**src/rtl/instr_prefetch_buffer_if.sv**
```systemverilog
// Fetch-side bundle for the instruction prefetch buffer: core fetch handshake plus
// the req/gnt/rvalid instruction port toward the RAM. master = prefetch buffer.
interface instr_prefetch_buffer_if;
  logic        req;
  logic        branch;
  logic [31:0] branch_addr;
  logic        ready;
  logic        valid;
  logic [31:0] rdata;
  logic [31:0] addr;
  logic        err;
  logic        busy;
  logic        mem_req;
  logic [31:0] mem_addr;
  logic        mem_gnt;
  logic        mem_rvalid;
  logic [31:0] mem_rdata;
  logic        mem_err;

  modport master (
    input  req, branch, branch_addr, ready, mem_gnt, mem_rvalid, mem_rdata, mem_err,
    output valid, rdata, addr, err, busy, mem_req, mem_addr
  );

  modport slave (
    output req, branch, branch_addr, ready, mem_gnt, mem_rvalid, mem_rdata, mem_err,
    input  valid, rdata, addr, err, busy, mem_req, mem_addr
  );
endinterface

```
**src/rtl/instr_prefetch_buffer.sv**
```systemverilog
// Instruction prefetch stage: issues sequential word fetches ahead of the core,
// buffers returned words with their error flag in a small FIFO, redirects on branch.
module instr_prefetch_buffer #(
  parameter int unsigned DEPTH           = 4,
  parameter int unsigned MAX_OUTSTANDING = 2,
  parameter logic [31:0] BOOT_ADDR       = 32'h0
) (
  input logic                     clk,
  input logic                     rst,
  instr_prefetch_buffer_if.master bus
);
  localparam int unsigned PW = $clog2(DEPTH);
  localparam int unsigned CW = PW + 2;
  localparam int unsigned SW = CW + 1;

  typedef enum logic [1:0] {IDLE, FETCH, STALE} state_t;

  state_t        state_reg;
  logic          mem_req_reg;
  logic [31:0]   mem_addr_reg;
  logic [31:0]   fetch_addr_reg;
  logic [31:0]   head_addr_reg, head_addr_next;
  logic [CW-1:0] count_reg, count_next;
  logic [CW-1:0] outstanding_reg, outstanding_next;
  logic [CW-1:0] discard_reg, discard_next;
  logic [PW-1:0] rd_ptr_reg, rd_ptr_next;
  logic [PW-1:0] wr_ptr_reg, wr_ptr_next;
  logic [32:0]   fifo_reg [DEPTH];

  logic          granted;
  logic          rvalid_eff;
  logic          drop;
  logic          push;
  logic          pop;
  logic          space;
  logic          go;
  logic [31:0]   target;
  logic [32:0]   head;
  logic          unused_addr_bits;

  assign unused_addr_bits = ^bus.branch_addr[1:0];

  always_comb begin
    granted    = mem_req_reg & bus.mem_gnt;
    rvalid_eff = bus.mem_rvalid & (outstanding_reg != '0);
    drop       = discard_reg != '0;
    target     = {bus.branch_addr[31:2], 2'b00};
    pop        = (count_reg != '0) & bus.ready & ~bus.branch;
    push       = rvalid_eff & ~drop & ~bus.branch;

    outstanding_next = outstanding_reg + CW'(granted) - CW'(rvalid_eff);
    head_addr_next   = pop ? head_addr_reg + 32'd4 : head_addr_reg;

    if (bus.branch) begin
      count_next     = '0;
      rd_ptr_next    = '0;
      wr_ptr_next    = '0;
      // Everything still in flight after this cycle belongs to the old stream.
      discard_next   = outstanding_next;
      head_addr_next = target;
    end else begin
      count_next   = count_reg + CW'(push) - CW'(pop);
      rd_ptr_next  = rd_ptr_reg + PW'(pop);
      wr_ptr_next  = wr_ptr_reg + PW'(push);
      discard_next = discard_reg - CW'(rvalid_eff & drop)
                   + CW'(granted & (state_reg == STALE));
    end

    // Judged on next-cycle occupancy so a request is only raised when its word has a slot.
    space = (({1'b0, count_next} + {1'b0, outstanding_next}) < SW'(DEPTH))
          && (outstanding_next < CW'(MAX_OUTSTANDING));
    go    = bus.req & space;
  end

  always_ff @(posedge clk) begin
    if (rst) begin
      state_reg      <= IDLE;
      mem_req_reg    <= 1'b0;
      mem_addr_reg   <= BOOT_ADDR;
      fetch_addr_reg <= BOOT_ADDR;
    end else if (bus.branch) begin
      fetch_addr_reg <= target;
      if (mem_req_reg && !bus.mem_gnt) begin
        // A pending request cannot be withdrawn; finish it at the old address first.
        state_reg <= STALE;
      end else begin
        mem_addr_reg <= target;
        mem_req_reg  <= go;
        state_reg    <= go ? FETCH : IDLE;
      end
    end else begin
      case (state_reg)
        IDLE: begin
          if (go) begin
            state_reg   <= FETCH;
            mem_req_reg <= 1'b1;
          end
        end
        FETCH: begin
          if (bus.mem_gnt) begin
            fetch_addr_reg <= fetch_addr_reg + 32'd4;
            mem_addr_reg   <= fetch_addr_reg + 32'd4;
            mem_req_reg    <= go;
            state_reg      <= go ? FETCH : IDLE;
          end
        end
        STALE: begin
          if (bus.mem_gnt) begin
            mem_addr_reg <= fetch_addr_reg;
            mem_req_reg  <= go;
            state_reg    <= go ? FETCH : IDLE;
          end
        end
        default: begin
          state_reg   <= IDLE;
          mem_req_reg <= 1'b0;
        end
      endcase
    end
  end

  always_ff @(posedge clk) begin
    if (rst) begin
      count_reg       <= '0;
      outstanding_reg <= '0;
      discard_reg     <= '0;
      rd_ptr_reg      <= '0;
      wr_ptr_reg      <= '0;
      head_addr_reg   <= BOOT_ADDR;
    end else begin
      count_reg       <= count_next;
      outstanding_reg <= outstanding_next;
      discard_reg     <= discard_next;
      rd_ptr_reg      <= rd_ptr_next;
      wr_ptr_reg      <= wr_ptr_next;
      head_addr_reg   <= head_addr_next;
    end
  end

  // Register-based entries: the head must be readable the cycle after the push.
  generate
    for (genvar gi = 0; gi < DEPTH; gi++) begin : g_entry
      always_ff @(posedge clk) begin
        if (rst) begin
          fifo_reg[gi] <= '0;
        end else if (push && (wr_ptr_reg == PW'(gi))) begin
          fifo_reg[gi] <= {bus.mem_err, bus.mem_rdata};
        end
      end
    end
  endgenerate

  assign head         = fifo_reg[rd_ptr_reg];
  assign bus.valid    = count_reg != '0;
  assign bus.rdata    = head[31:0];
  assign bus.err      = head[32];
  assign bus.addr     = head_addr_reg;
  assign bus.mem_req  = mem_req_reg;
  assign bus.mem_addr = mem_addr_reg;
  assign bus.busy     = mem_req_reg | (outstanding_reg != '0);
endmodule
```
**src/flat_wrapper.sv**
```systemverilog
// flat-port wrapper written by rule: the top's interface ports become plain ports
module instr_prefetch_buffer_flat 
#(
  parameter int unsigned DEPTH           = 4,
  parameter int unsigned MAX_OUTSTANDING = 2,
  parameter logic [31:0] BOOT_ADDR       = 32'h0
)
  (clk, rst, bus_req, bus_branch, bus_branch_addr, bus_ready, bus_mem_gnt, bus_mem_rvalid, bus_mem_rdata, bus_mem_err, bus_valid, bus_rdata, bus_addr, bus_err, bus_busy, bus_mem_req, bus_mem_addr);
  instr_prefetch_buffer_if bus_i ();
  input logic clk;
  input logic rst;
  input wire logic [$bits(bus_i.req)-1:0] bus_req;
  input wire logic [$bits(bus_i.branch)-1:0] bus_branch;
  input wire logic [$bits(bus_i.branch_addr)-1:0] bus_branch_addr;
  input wire logic [$bits(bus_i.ready)-1:0] bus_ready;
  input wire logic [$bits(bus_i.mem_gnt)-1:0] bus_mem_gnt;
  input wire logic [$bits(bus_i.mem_rvalid)-1:0] bus_mem_rvalid;
  input wire logic [$bits(bus_i.mem_rdata)-1:0] bus_mem_rdata;
  input wire logic [$bits(bus_i.mem_err)-1:0] bus_mem_err;
  output wire logic [$bits(bus_i.valid)-1:0] bus_valid;
  output wire logic [$bits(bus_i.rdata)-1:0] bus_rdata;
  output wire logic [$bits(bus_i.addr)-1:0] bus_addr;
  output wire logic [$bits(bus_i.err)-1:0] bus_err;
  output wire logic [$bits(bus_i.busy)-1:0] bus_busy;
  output wire logic [$bits(bus_i.mem_req)-1:0] bus_mem_req;
  output wire logic [$bits(bus_i.mem_addr)-1:0] bus_mem_addr;
  assign bus_i.req = bus_req;
  assign bus_i.branch = bus_branch;
  assign bus_i.branch_addr = bus_branch_addr;
  assign bus_i.ready = bus_ready;
  assign bus_i.mem_gnt = bus_mem_gnt;
  assign bus_i.mem_rvalid = bus_mem_rvalid;
  assign bus_i.mem_rdata = bus_mem_rdata;
  assign bus_i.mem_err = bus_mem_err;
  assign bus_valid = bus_i.valid;
  assign bus_rdata = bus_i.rdata;
  assign bus_addr = bus_i.addr;
  assign bus_err = bus_i.err;
  assign bus_busy = bus_i.busy;
  assign bus_mem_req = bus_i.mem_req;
  assign bus_mem_addr = bus_i.mem_addr;
  instr_prefetch_buffer #(.DEPTH(DEPTH), .MAX_OUTSTANDING(MAX_OUTSTANDING), .BOOT_ADDR(BOOT_ADDR)) u_core (.clk(clk), .rst(rst), .bus(bus_i));
endmodule
```
**config.mk**
```make
export PLATFORM = sky130hd
export DESIGN_NAME = instr_prefetch_buffer_flat
export DESIGN_NICKNAME = d
export VERILOG_FILES = /design/src/rtl/instr_prefetch_buffer_if.sv /design/src/rtl/instr_prefetch_buffer.sv /design/src/flat_wrapper.sv
export SDC_FILE = /design/constraint.sdc
export NUM_CORES = 1
export LEC_CHECK = 0
export BUFFER_PORTS_ARGS = -buffer_cell sky130_fd_sc_hd__clkbuf_2
export CELL_PAD_IN_SITES_DETAIL_PLACEMENT = 0
export CELL_PAD_IN_SITES_GLOBAL_PLACEMENT = 1
export CORE_UTILIZATION = 49
export CTS_CLUSTER_SIZE = 25
export DETAILED_ROUTE_END_ITERATION = 10
export PLACE_DENSITY_LB_ADDON = 0.1
export SYNTH_ARGS = -nofsm -noshare
export SYNTH_HDL_FRONTEND = slang
export SYNTH_SLANG_ARGS = --single-unit
```
**constraint.sdc**
```tcl
create_clock -name clk -period 9.1 [get_ports clk]
set_input_delay 1.82 -clock clk [delete_from_list [all_inputs] [get_ports clk]]
set_output_delay 1.82 -clock clk [all_outputs]
set_load 0.05 [all_outputs]
```
-- Word level (Yosys, flattened, before mapping)
Memories as Yosys holds them, arrays and structs flattened. A register that Yosys moved wholly into a read port is not among the register bits.
Index checks and enable logic that the tools add are counted.
- register bits: 115
- bits in writable memories: 132
- output and inout bits: 100
- logic and storage cells: 117
- memories kept: 1
- input bits: 72
- memories (memory ; words ; width ; rd ports ; clocked after memory_dff ; write ports ; line ; source):
    u_core.fifo_reg ; 4 ; 33 ; 1 ; 1 ; 4 ; instr_prefetch_buffer.sv:28 ; logic [32:0] fifo_reg [DEPTH];
- add/subtract/negate cells: 11
- mux-type cells: 42
- bitwise gates (word level): 16
- reduce and logical (&&, ||, !) cells: 23
- $lt $le $gt $ge: 2
- eq/ne operators: 10
- operators by type and width (kind ; number):
    32-bit 2-to-1 mux ; 9
    33-bit 2-to-1 mux ; 4
    32-bit by 3-bit adder with 32-bit output, second input constant ; 2
    32-bit one-hot mux with 2 select lines ; 1
    1-bit 2-to-1 mux ; 19
    4-bit nonzero test ; 3
    2-bit 2-to-1 mux ; 5
    1-bit bitwise AND ; 9
    4-bit by 1-bit adder with 4-bit output ; 2
    4-bit 2-to-1 mux ; 2
    4-bit by 1-bit subtractor with 4-bit output ; 2
    2-bit == test, second input constant ; 3
    1-bit logical AND ; 6
    3-bit inequality test, second input constant ; 2
    2-bit AND reduction ; 3
    2-bit nonzero test ; 3
    4-bit by 4-bit adder with 5-bit output ; 1
    5-bit by 3-bit < comparator with 1-bit output, second input constant ; 1
    1-bit bitwise OR ; 5
    2-bit by 1-bit adder with 2-bit output ; 2
    4-bit adder ; 1
    2-bit by 1-bit == test with 1-bit output, second input constant ; 2
    2-bit logical NOT ; 2
    4-bit by 2-bit < comparator with 1-bit output, second input constant ; 1
    12 further kinds ; 14

-- Logic depth before layout (Yosys ltp)
Gate-level depths: netlist of run 1.
- word-level depth: 15
- mapped depth: 19
- gate-level depth less buffers: 18

-- Worst setup path before layout of run 1
OpenSTA, ideal clock, no wires.
- kind: input port to flip-flop
- start: input port bus_mem_rvalid
- end: memory u_core.fifo_reg[0][0] (enable)
- setup time: 473 ps
- slack: 3753 ps
- cell stages on the path: 3
- buffers on the path: 0
- data arrival time: 4874 ps
- cells stage by stage: o31ai_1 > nand4b_1 > o31ai_1
- RTL lines (what ; line ; source):
    from (decl) ; flat_wrapper.sv:17 ; input wire logic [$bits(bus_i.mem_rvalid)-1:0] bus_mem_rvalid;
    to (decl) ; instr_prefetch_buffer.sv:28 ;

-- Final worst setup path of run 1
- start: input port bus_branch
- end: register u_core.state_reg[0]
- word-level cells in the longest chain between the ends: 13
- RTL lines (what ; line ; source):
    from (decl) ; flat_wrapper.sv:13 ; input wire logic [$bits(bus_i.branch)-1:0] bus_branch;
    1-bit inverter ; instr_prefetch_buffer.sv:48, instr_prefetch_buffer.sv:49 ;
    1-bit bitwise AND ; instr_prefetch_buffer.sv:49 ; push = rvalid_eff & ~drop & ~bus.branch;
    4-bit by 1-bit adder with 4-bit output ; instr_prefetch_buffer.sv:62 ; count_next = count_reg + CW'(push) - CW'(pop);
    4-bit by 1-bit subtractor with 4-bit output ; instr_prefetch_buffer.sv:62 ;
    4-bit 2-to-1 mux * ; instr_prefetch_buffer.sv:54 ; if (bus.branch) begin
    named net u_core.count_next[2] ; instr_prefetch_buffer.sv:23 ; logic [CW-1:0] count_reg, count_next;
    4-bit by 4-bit adder with 5-bit output * ; instr_prefetch_buffer.sv:70 ; space = (({1'b0, count_next} + {1'b0, outstanding_next}) < SW'(DEPTH))
    5-bit by 3-bit < comparator with 1-bit output * ; instr_prefetch_buffer.sv:70 ;
    1-bit logical AND * ; instr_prefetch_buffer.sv:71 ; && (outstanding_next < CW'(MAX_OUTSTANDING));
    1-bit bitwise AND * ; instr_prefetch_buffer.sv:72 ; go = bus.req & space;
    1-bit 2-to-1 mux ; instr_prefetch_buffer.sv:89, instr_prefetch_buffer.sv:104, instr_prefetch_buffer.sv:111 ;
    2-bit 2-to-1 mux ; instr_prefetch_buffer.sv:100, instr_prefetch_buffer.sv:108 ;
    2-bit one-hot mux with 2 select lines ; instr_prefetch_buffer.sv:92 ; case (state_reg)
    2-bit 2-to-1 mux ; instr_prefetch_buffer.sv:81 ; end else if (bus.branch) begin
    to (signal assigned) ; instr_prefetch_buffer.sv:89 ; state_reg <= go ? FETCH : IDLE;
    to (signal assigned) ; instr_prefetch_buffer.sv:104 ; state_reg <= go ? FETCH : IDLE;
    to (signal assigned) ; instr_prefetch_buffer.sv:111 ; state_reg <= go ? FETCH : IDLE;
    to (decl) ; instr_prefetch_buffer.sv:18 ; state_t state_reg;
The timed path passes the listed nets; every way through them passes the cells marked *. The select of a mux whose other input is x is not followed.
A chain may end at the register's enable or synchronous reset.

==> results of run 1 <==
## cells in the mapped netlist, types with 6 or more instances
master,count
a211oi_1,14
a21boi_0,23
a21boi_1,25
a21oi_1,46
and2_1,143
and3_1,13
and4_1,7
buf_2,16
buf_4,7
clkbuf_1,41
dfxtp_1,109
edfxtp_1,132
ha_1,26
inv_1,40
mux4_2,33
nand2_1,56
nand2b_1,15
nand3_1,37
nand4_1,26
nor2_1,60
nor3_1,21
nor4_1,12
o211ai_1,9
o21a_1,6
o21ai_0,9
xnor2_1,39
xor2_1,46
## cells by family (layout without fill, tap and decap cells)
| kind of cell | count (synthesis) | in the layout | share of synthesized area |
|---|---|---|---|
| mux | 39 | 39 | 0.0672 |
| fa+ha+maj | 29 | 29 | 0.0322 |
| compound gates | 161 | 161 | 0.0914 |
| other cells | 1 | 5 | 0.000313 |
| simple gates | 415 | 415 | 0.194 |
| buf+inv | 110 | 268 | 0.0390 |
| flops | 241 | 241 | 0.513 |
| xor+xnor | 85 | 85 | 0.0622 |
## power groups by stage
stage / combinational (W) / clock [W] / sequential [W]
detailed placement: 0.000633 / 0 / 0.00132
finish: 0.000629 / 0.00117 / 0.00129
global route: 0.000691 / 0.00123 / 0.00130
floorplan: 0.000397 / 0 / 0.00138
CTS: 0.000635 / 0.00118 / 0.00129
global placement: 0.000627 / 0 / 0.00131
## metrics by stage
stage / setup slack, ps / hold slack (ps)
4_1_cts: 3280 / 457
3_3_place_gp: 2820 / 442
3_5_place_dp: 2750 / 448
6_report: 3280 / 453
5_1_grt: 2900 / 472
2_1_floorplan: 3750 / 484
## critical path: cells and delay by family
family                     cells  cell delay [ps]
adders and majority gates      3              880
xor gates and xnor gates       1              190
AOI/OAI and AO/OA              2              290
buffers and inverters          5             1350
and+or+nand+nor                5             1640
## routing by layer
layer	vias up	share of wire	global-route usage
met2	186	0.48	0.399
li1	4147	-	-
met4	0	0.017	0.0453
met3	39	0.052	0.0359
met5	-	0	0
met1	4122	0.45	0.311
## worst max path at each step
stage | from | endpoint | depth (start not counted)
detailed placement | bus_branch | u_core.state_reg[0]$_SDFFE_PP0P_ | 16
floorplan | bus_mem_rvalid | u_core.fifo_reg[0][0]$_SDFFCE_PN0P_ | 3
finish | bus_branch | u_core.state_reg[0]$_SDFFE_PP0P_ | 16
global route | bus_branch | u_core.state_reg[0]$_SDFFE_PP0P_ | 16
CTS | bus_branch | u_core.state_reg[0]$_SDFFE_PP0P_ | 16
global placement | bus_branch | u_core.bus.mem_req$_SDFFE_PP0P_ | 16
## cell type report
class                           instances  area, um2  share of cell area
Antenna cell                            1       2.50            0.000178
Clock buffer                           36        762              0.0543
Clock inverter                         12        193              0.0137
Inverter                               41        154              0.0110
Multi-Input combinational cell        733       5440               0.388
Sequential cell                       241       6150               0.438
Tap cell                              319        399              0.0284
Timing Repair Buffer                  179        931              0.0663
==> results.md, run 1 <==
* Status: complete, no violations
* Peak supply drop at 0.143 mV
* Pwr dens at 220 mW/mm2
* Sw power at 0.000924 W
* CTS HTree Levels at 1
* Clk_lat worst skew at 520 ps
* Hpwl dp at 18,700 um
* R2R depth at 17
* Mapped cell area at 0.0120 mm2
* Leak at 5.43 nW
* Yosys cell types at 65
* Crit path DAT at 6190 ps
* Reg2reg start: u_core.outstanding_reg[2]$_SDFF_PP0_
* Post-Synthesis Mean Instance Area at 11.1 um2
* First-pass GRT wire length at 44,600 um
* Share of layout cells above drive strength 1 at 0.225
* CP max stage cell: nand4b_1
* Post-synth top area share at 0.331
* Clk slew on worst S/H paths at 60 ps
* Most frequent cells in the layout: clkbuf_2, and2_1, edfxtp_1, dfxtp_1, nor2_1
* Fillers at 2,051
* Clock Path Buffers at 3
* Die area at 0.0251 mm2
* Setup bufs post-CTS at 0
* Post-Place Cells at 1,513
* Largest cells by area after synthesis: edfxtp_1, dfxtp_1, and2_1
* Hold path depth at 2
* Post-cts repair resize count at 0
* Fmax at 0.172 GHz
* Seq/Total Area, Yosys at 0.513
* Post-DP Area at 0.0131 mm2
* Final Max Slew Viols at 0
* Clk_skew at 7.03 ps
* Min Clock Period, post-route at 5820 ps
* Syn-to-layout area delta at 17.2%
* Min-delay src: u_core.bus.mem_addr[3]$_SDFFE_PP0P_
* Post-Layout Cell Count at 1,562
* IO Port Bufs at 165
* Worst Path Required at 9470 ps
* Max incr delay on CP at 820 ps
* GRT Util Overall at 0.232
* Post-DR wirelength/cell at 18.5 um
* Hold Path End: u_core.bus.mem_addr[3]$_SDFFE_PP0P_
* RSZ-0062 raised after global routing: false
* Final Cell Area at 0.0140 mm2
* Slew Limit Headroom at 0.204
* Number of synthesized register bits at 241
* FF-to-FF End: u_core.state_reg[0]$_SDFFE_PP0P_
* Clk network pwr share at 0.378
* First drt pass iteration count at 5
* Internal power at 0.00216 W
* Period utilization at 0.639
* Vias per Instance at 5.44
* GR Overflow Total at 0
* Core Util, Final at 0.591
* Commonest non-fill, non-tap cell in the layout: clkbuf_2
* Hold bufs inserted after CTS at 0
* DRT antenna net count at 0
* Total vias in the final route at 8,494
* Crit. End Element: register
* CTS tree: yes
* Setup Crit Path Kind: in2reg
* Slew @ Worst Pin at 1180 ps
* CTS Sinks at 241
* Number of flops mapped to enable cells by yosys at 132
* Max-cap viol count at 0
* Number of placed I/O pins at 172
* Critical path launch point type: primary input
* Synth async-reset ratio at 0
* Max reg flops at 132
* Die W at 158 um
* Core Region at 0.0238 mm2
* GP Congestion at 0.840
* Syn. warnings at 0
* Number of global-route vias before repair at 8,160
* Iteration-0 DRC Markers at 486
* Tightest Hold Check Type: reg2reg
* Initial core utilization at 0.504
* Routed WL at 28,900 um
* CP max FO at 57
* Die Span Y at 158 um
* DR DRC count at 0
* Largest net degree at the start of global routing at 64
* Tot Pwr at 0.00309 W
* TritonCTS buffer count at 27
* Combinational share of power at 0.204
* Sequential share of power at 0.418
* Root buffer cell: clkbuf_16
* CP Cell Sequence: clkbuf_2, buf_4, inv_2, nand4b_1, inv_1, ha_1, inv_1, fa_1, xor2_1, nor2_1, ha_1, nor4bb_1, and4_1, nand4_1, a31oi_1, a211oi_1
* Rows at 56
* Initial antenna violation count at 1
* Sw frac at 0.299
* Leading register cell type out of synthesis: edfxtp_1
* Reg2reg setup slack at 4920 ps
* Fin nets at 1,324
* Setup TNS at 0 ps
* Area leader, netlist: edfxtp_1
* Final setup vio count at 0
* Mapped Cells at 1,081
* Hold Violations, Final at 0
Power figures use the tool's default switching activity.
==> run 2, diff against run 1 <==
--- a/config.mk
+++ b/config.mk
@@ -8,7 +8,7 @@
 export BUFFER_PORTS_ARGS = -buffer_cell sky130_fd_sc_hd__clkbuf_2
 export CELL_PAD_IN_SITES_DETAIL_PLACEMENT = 0
 export CELL_PAD_IN_SITES_GLOBAL_PLACEMENT = 1
-export CORE_UTILIZATION = 49
+export CORE_UTILIZATION = 46
 export CTS_CLUSTER_SIZE = 25
 export DETAILED_ROUTE_END_ITERATION = 10
 export PLACE_DENSITY_LB_ADDON = 0.1
==> constraint.sdc (replaced) <==
create_clock -name clk -period 5.6 [get_ports clk]
set_input_delay 1.12 -clock clk [delete_from_list [all_inputs] [get_ports clk]]
set_output_delay 1.12 -clock clk [all_outputs]
set_load 0.05 [all_outputs]
==> results.md, run 2 (synthesis gave the netlist of run 1 again) <==
* Hpwl dp at 19,600 um (+4.8%)
* CP max FO at 9 (-84%)
* Clk_skew at 11.1 ps (+4.09 ps)
* Share of layout cells above drive strength 1 at 0.226 (+0.000700)
* Max reg flops at 132 (unchanged)
* Most used cell, CP: ha_1
* Setup bufs post-CTS at 0 (unchanged)
* Die W at 163 um (+3.2%)
* Clock Path Buffers at 3 (unchanged)
* Rows at 58 (+3.6%)
* CTS tree: yes
* Die Span Y at 163 um (+3.2%)
* First drt pass iteration count at 5 (unchanged)
* CTS Sinks at 241 (unchanged)
* Crit path DAT at 4290 ps (-1900 ps)
* Reg2reg setup slack at 1700 ps (-3220 ps)
* Total vias in the final route at 8,394 (-1.2%)
* CP max stage cell: or3b_1
* Initial core utilization at 0.473 (-0.0313)
* R2R depth at 18 (+1)
* TritonCTS buffer count at 27 (unchanged)
* Post-cts repair resize count at 0 (unchanged)
* Diodes inserted at 0 (-1)
* GR Overflow Total at 0 (unchanged)
* Worst Path Required at 5990 ps (-3480 ps)
* Hold Violations, Final at 0 (unchanged)
* Initial antenna violation count at 0 (-1)
* GRT Util Overall at 0.221 (-0.0116)
* FF-to-FF End: u_core.state_reg[0]$_SDFFE_PP0P_
* Post-Layout Cell Count at 1,577 (+0.96%)
* CP delay by family, top: simple AND/OR/NAND/NOR gates
* Worst path bufs/invs at 3 (-2)
* Routed WL at 29,100 um (+0.70%)
* Largest net degree at the start of global routing at 63 (-1.6%)
* Reg2reg start: u_core.count_reg[2]$_SDFF_PP0_
* Pwr dens at 346 mW/mm2 (+57%)
* Fin nets at 1,330 (+0.45%)
* Fmax at 0.256 GHz
* DRT antenna net count at 0 (unchanged)
* Die area at 0.0267 mm2 (+6.4%)
* Min Clock Period, post-route at 3900 ps
* Slew @ Worst Pin at 956 ps (-228 ps)
* Vias per Instance at 5.32 (-2.1%)
* Setup Crit Path Kind: reg2reg
* Core Region at 0.0253 mm2 (+6.6%)
* CTS HTree Levels at 1 (unchanged)
* Fillers at 2,207 (+7.6%)
* IO Port Bufs at 165 (unchanged)
* CP Cell Sequence: inv_1, ha_1, or3b_1, nand2_1, nor2_1, ha_1, inv_1, ha_1, inv_1, fa_1, xor2_1, nor2_1, ha_1, nor4bb_1, and4_1, nand4_1, a31oi_1, a211oi_1
* Global-route track usage on met3 at 0.0373 (+0.00140)
* Hold Path End: u_core.bus.mem_addr[9]$_SDFFE_PP0P_
* Final setup vio count at 0 (unchanged)
* Max-cap viol count at 0 (unchanged)
* Hold path depth at 2 (unchanged)
* Number of placed I/O pins at 172 (unchanged)
* Grt peak-use layer: met2
* Hold bufs inserted after CTS at 0 (unchanged)
* Crit. End Element: register
* Clk_lat worst skew at 540 ps (+20 ps)
* Number of global-route vias before repair at 8,283 (+1.5%)
* Clk slew on worst S/H paths at 60 ps (about the same)
* Period utilization at 0.697
* DR DRC count at 0 (unchanged)
* Iteration-0 DRC Markers at 441 (-9.3%)
* Leak at 5.42 nW (-0.27%)
* Most frequent cells in the layout: clkbuf_2, and2_1, edfxtp_1, dfxtp_1, nor2_1
* RSZ-0062 raised after global routing: false
* Post-DR wirelength/cell at 18.5 um (-0.26%)
* GP Congestion at 0.807 (-3.9%)
* Peak supply drop at 0.220 mV (+54%)
* Grt met2 use at 0.380 (-0.0185)
* Setup TNS at 0 ps (unchanged)
* Min-delay src: u_core.bus.mem_addr[9]$_SDFFE_PP0P_
* Status: complete, no violations
* Met1 Track Usage GR at 0.287 (-0.0246)
* Commonest non-fill, non-tap cell in the layout: clkbuf_2
* Root buffer cell: clkbuf_16
* First-pass GRT wire length at 45,200 um (+1.3%)
* Syn-to-layout area delta at 16.8%
* Max incr delay on CP at 500 ps (-320 ps)
* Slew Limit Headroom at 0.361 (+0.157)
* Final Max Slew Viols at 0 (unchanged)
* Tightest Hold Check Type: reg2reg
* Critical path launch point type: register
* Post-Place Cells at 1,530 (+1.1%)
## run 2: cell types whose count changed in the layout (fill, tap and decap cells not counted), sizes merged
| cell | change |
|---|---|
| clkbuf | -4 |
| clkinv | +5 |
| inv | +1 |
| buf | +6 |
| diode | -1 |
| bufinv | -3 |
## run 2: how the worst max path moves through the flow
stage,from,endpoint,cells after the start,slack [ps]
after floorplan,bus_mem_rvalid,u_core.fifo_reg[0][0]$_SDFFCE_PN0P_,3,950
after global placement,bus_mem_rvalid,u_core.bus.mem_req$_SDFFE_PP0P_,16,1460
after global routing,u_core.count_reg[2]$_SDFF_PP0_,u_core.bus.mem_req$_SDFFE_PP0P_,18,1380
final,u_core.count_reg[2]$_SDFF_PP0_,u_core.state_reg[0]$_SDFFE_PP0P_,18,1700
after detailed placement,bus_mem_rvalid,u_core.state_reg[0]$_SDFFE_PP0P_,16,1450
after CTS,u_core.count_reg[2]$_SDFF_PP0_,u_core.state_reg[0]$_SDFFE_PP0P_,18,1690
## run 2: report_power, final
group | total, W | leakage, nW | switching, W | internal [W]
registers | 0.00210 | 2.27 | 0.0000925 | 0.00201
logic | 0.00102 | 2.73 | 0.000687 | 0.000333
clock network | 0.00172 | 0.420 | 0.000720 | 0.00100
total | 0.00484 | 5.42 | 0.00150 | 0.00334
## run 2: layout make-up
cell class	count	area [um2]	area share
inverter	41	154	0.0110
tap	330	413	0.0295
multi-input combinational	733	5440	0.389
clock buffer	32	714	0.0511
sequential	241	6150	0.439
clock inverter	15	145	0.0104
timing repair buffer	185	976	0.0698
## run 2: worst reg2reg max path: stages, from the launching register on
cell and delay [ps]:
dfxtp_1 290, inv_1 70, ha_1 130, or3b_1 500, nand2_1 200, nor2_1 80, ha_1 280, inv_1 60
ha_1 160, inv_1 60, fa_1 370, xor2_1 220, nor2_1 80, ha_1 290, nor4bb_1 240, and4_1 290
nand4_1 170, a31oi_1 220, a211oi_1 70
## run 2: routing by layer
layer  vias up  share of wire
li1       4150              -
met1      3984           0.43
met2       223           0.49
met3        37          0.055
met4         0          0.018
met5         -              0
## run 2: metrics by stage
step / hold slack (ps) / utilization / cell area, um2 / total power (W) / setup WS (ps)
after CTS: 456 / 0.552 / 14000 / 0.00490 / 1690
final: 459 / 0.552 / 14000 / 0.00484 / 1700
after global routing: 467 / 0.552 / 14000 / 0.00507 / 1380
after floorplan: 484 / - / 12000 / 0.00289 / 953
after global placement: 441 / 0.518 / 13100 / 0.00316 / 1460
after detailed placement: 444 / 0.518 / 13100 / 0.00316 / 1450
==> run 3, diff against run 2 <==
==> constraint.sdc (replaced) <==
create_clock -name clk -period 4 [get_ports clk]
set_input_delay 0.8 -clock clk [delete_from_list [all_inputs] [get_ports clk]]
set_output_delay 0.8 -clock clk [all_outputs]
set_load 0.05 [all_outputs]
==> results.md, run 3 (synthesis gave the netlist of run 1 again) <==
* Peak supply drop at 0.318 mV (+44%)
* GR Overflow Total at 0 (unchanged)
* Hold Violations, Final at 0 (unchanged)
* Most frequent cells in the layout: clkbuf_2, and2_1, edfxtp_1, dfxtp_1, nor2_1
* Clk slew on worst S/H paths at 60 ps (about the same)
* Critical path launch point type: register
* Final Cell Area at 0.0140 mm2 (-0.25%)
* Slew Limit Headroom at 0.279 (-0.0827)
* Fillers at 2,281 (+3.4%)
* Sequential share of power at 0.444 (+0.010)
* Total vias in the final route at 8,441 (+0.56%)
* DRT antenna net count at 0 (unchanged)
* Pwr dens at 475 mW/mm2 (+37%)
* R2R depth at 18 (unchanged)
* CTS tree: yes
* Crit. End Element: register
* Number of global-route vias before repair at 8,159 (-1.5%)
* Leak at 5.40 nW (-0.37%)
* Die area at 0.0267 mm2 (unchanged)
* Min Clock Period, post-route at 3700 ps (-204 ps)
* Sw frac at 0.309 (-0.00103)
* Setup Crit Path Kind: reg2reg
* Worst Path Required at 4360 ps (-1630 ps)
* Worst path bufs/invs at 3 (unchanged)
* Vias per Instance at 5.34 (+0.24%)
* Die W at 163 um (unchanged)
* First-pass GRT wire length at 45,100 um (-0.27%)
* Worst path depth at 18 (unchanged)
* Most used cell, CP: ha_1
* Min-delay src: u_core.bus.mem_addr[3]$_SDFFE_PP0P_
* Initial core utilization at 0.473 (unchanged)
* Reg2reg setup slack at 300 ps (-1400 ps)
* Syn-to-layout area delta at 16.5%
* Sw power at 0.00204 W (+36%)
* Root buffer cell: clkbuf_16
* Post-DP Area at 0.0132 mm2 (+0.23%)
* Fmax at 0.271 GHz (+5.5%)
* Fin nets at 1,333 (+0.23%)
* Clk network pwr share at 0.336 (-0.020)
* IO Port Bufs at 165 (unchanged)
* Clk_skew at 7.72 ps (-3.40 ps)
* CP delay by family, top: simple AND/OR/NAND/NOR gates
* GRT Util Overall at 0.219 (-0.00181)
* Final Max Slew Viols at 0 (unchanged)
* DR DRC count at 0 (unchanged)
* Clk_lat worst skew at 520 ps (-20 ps)
* Number of placed I/O pins at 172 (unchanged)
* Slew @ Worst Pin at 1070 ps (+117 ps)
* Internal power at 0.00458 W (+37%)
* CTS Sinks at 241 (unchanged)
* Area of the multi-input gates at 0.00545 mm2 (+0.23%)
* Crit path DAT at 4060 ps (-230 ps)
* Commonest non-fill, non-tap cell in the layout: clkbuf_2
* Core Util, Final at 0.551 (-0.00138)
* Share of layout cells above drive strength 1 at 0.221 (-0.00552)
* FF-to-FF End: u_core.bus.mem_req$_SDFFE_PP0P_
* Routed WL at 29,000 um (-0.53%)
* CTS HTree Levels at 1 (unchanged)
* Post-Layout Cell Count at 1,582 (+0.32%)
* Status: complete, no violations
* Iteration-0 DRC Markers at 470 (+6.6%)
* CP Cell Sequence: inv_1, ha_1, or3b_1, nand2_1, nor2_1, ha_1, inv_1, ha_1, inv_1, fa_1, xor2_1, nor2_1, ha_1, nor4bb_1, and4_1, nand4_1, a31oi_1, a311oi_1
* Post-DR wirelength/cell at 18.3 um (-0.84%)
* CP max stage cell: fa_1
* Tightest Hold Check Type: reg2reg
* Reg2reg start: u_core.count_reg[2]$_SDFF_PP0_
* Max-cap viol count at 0 (unchanged)
* Setup bufs post-CTS at 0 (unchanged)
* Max reg flops at 132 (unchanged)
* Register area at 0.00615 mm2 (unchanged)
* CP max FO at 3 (-6)
* Initial antenna violation count at 1 (+1)
* Worst setup path start: u_core.count_reg[2]$_SDFF_PP0_
* Max incr delay on CP at 370 ps (-130 ps)
* RSZ-0062 raised after global routing: false
* Die Span Y at 163 um (unchanged)
* Core Region at 0.0253 mm2 (unchanged)
* Combinational share of power at 0.220 (+0.009)
* First drt pass iteration count at 5 (unchanged)
* Post-Place Cells at 1,534 (+0.26%)
* TritonCTS buffer count at 26 (-3.7%)
* Hold path depth at 2 (unchanged)
* Hpwl dp at 19,300 um (-1.5%)
* Final setup vio count at 0 (unchanged)
* GP Congestion at 0.830 (+2.9%)
* Clock Path Buffers at 3 (unchanged)
* Largest net degree at the start of global routing at 82 (+30%)
* CP Capture Point: u_core.bus.mem_req$_SDFFE_PP0P_
* Period utilization at 0.924 (+0.228)
* Rows at 58 (unchanged)
==> run 3: per-layer routing <==
layer / vias up / wire length [um] / track usage / part of all wire
met4: 0 / 418 / 0.0455 / 0.014
li1: 4155 / - / - / -
met3: 33 / 1690 / 0.0328 / 0.058
met1: 4032 / 12900 / 0.297 / 0.45
met5: - / 0 / 0 / 0
met2: 221 / 13900 / 0.370 / 0.48
==> run 3: repair_timing <==
item / in CTS / in global routing
hold buffers: 0 / 0
gates resized for setup: 0 / 2
setup endpoints to repair: 0 / 3
==> run 3: cell type report <==
cell class | instances | area share
antenna | 1 | 0.000179
timing repair buffer | 189 | 0.0721
sequential | 241 | 0.441
multi-input combinational | 733 | 0.391
inverter | 41 | 0.0110
clock inverter | 11 | 0.00502
clock buffer | 36 | 0.0508
tap | 330 | 0.0296
==> run 3: worst min path at each step <==
stage / endpoint / slack [ps]
4_1_cts: u_core.bus.mem_addr[14]$_SDFFE_PP0P_ / 460
6_report: u_core.bus.mem_addr[3]$_SDFFE_PP0P_ / 460
2_1_floorplan: u_core.state_reg[1]$_SDFFE_PP0P_ / 480
3_3_place_gp: u_core.bus.mem_addr[3]$_SDFFE_PP0P_ / 440
3_5_place_dp: u_core.bus.mem_addr[10]$_SDFFE_PP0P_ / 440
5_1_grt: u_core.bus.mem_addr[3]$_SDFFE_PP0P_ / 480
==> run 3: through the flow <==
step	worst slack (ps)	power (W)	TNS (ps)	hold WS, ps
floorplan	-217	0.00405	-21500	484
global placement	232	0.00443	0	441
detailed placement	174	0.00444	0	443
CTS	216	0.00668	0	456
global route	9.13	0.00694	0	477
finish	303	0.00662	0	455
==> run 3: power by group through the flow <==
stage / Clock [W] / Combinational [W] / Sequential (W)
2_1_floorplan: 0 / 0.000905 / 0.00315
5_1_grt: 0.00239 / 0.00159 / 0.00296
3_5_place_dp: 0 / 0.00145 / 0.00299
4_1_cts: 0.00228 / 0.00146 / 0.00294
6_report: 0.00223 / 0.00146 / 0.00294
3_3_place_gp: 0 / 0.00144 / 0.00299
==> run 3: worst min-delay path, cell delays in order (launching register included) <==
cell     delay (ps)
dfxtp_1         310
nand2_1          50
a21oi_1          50
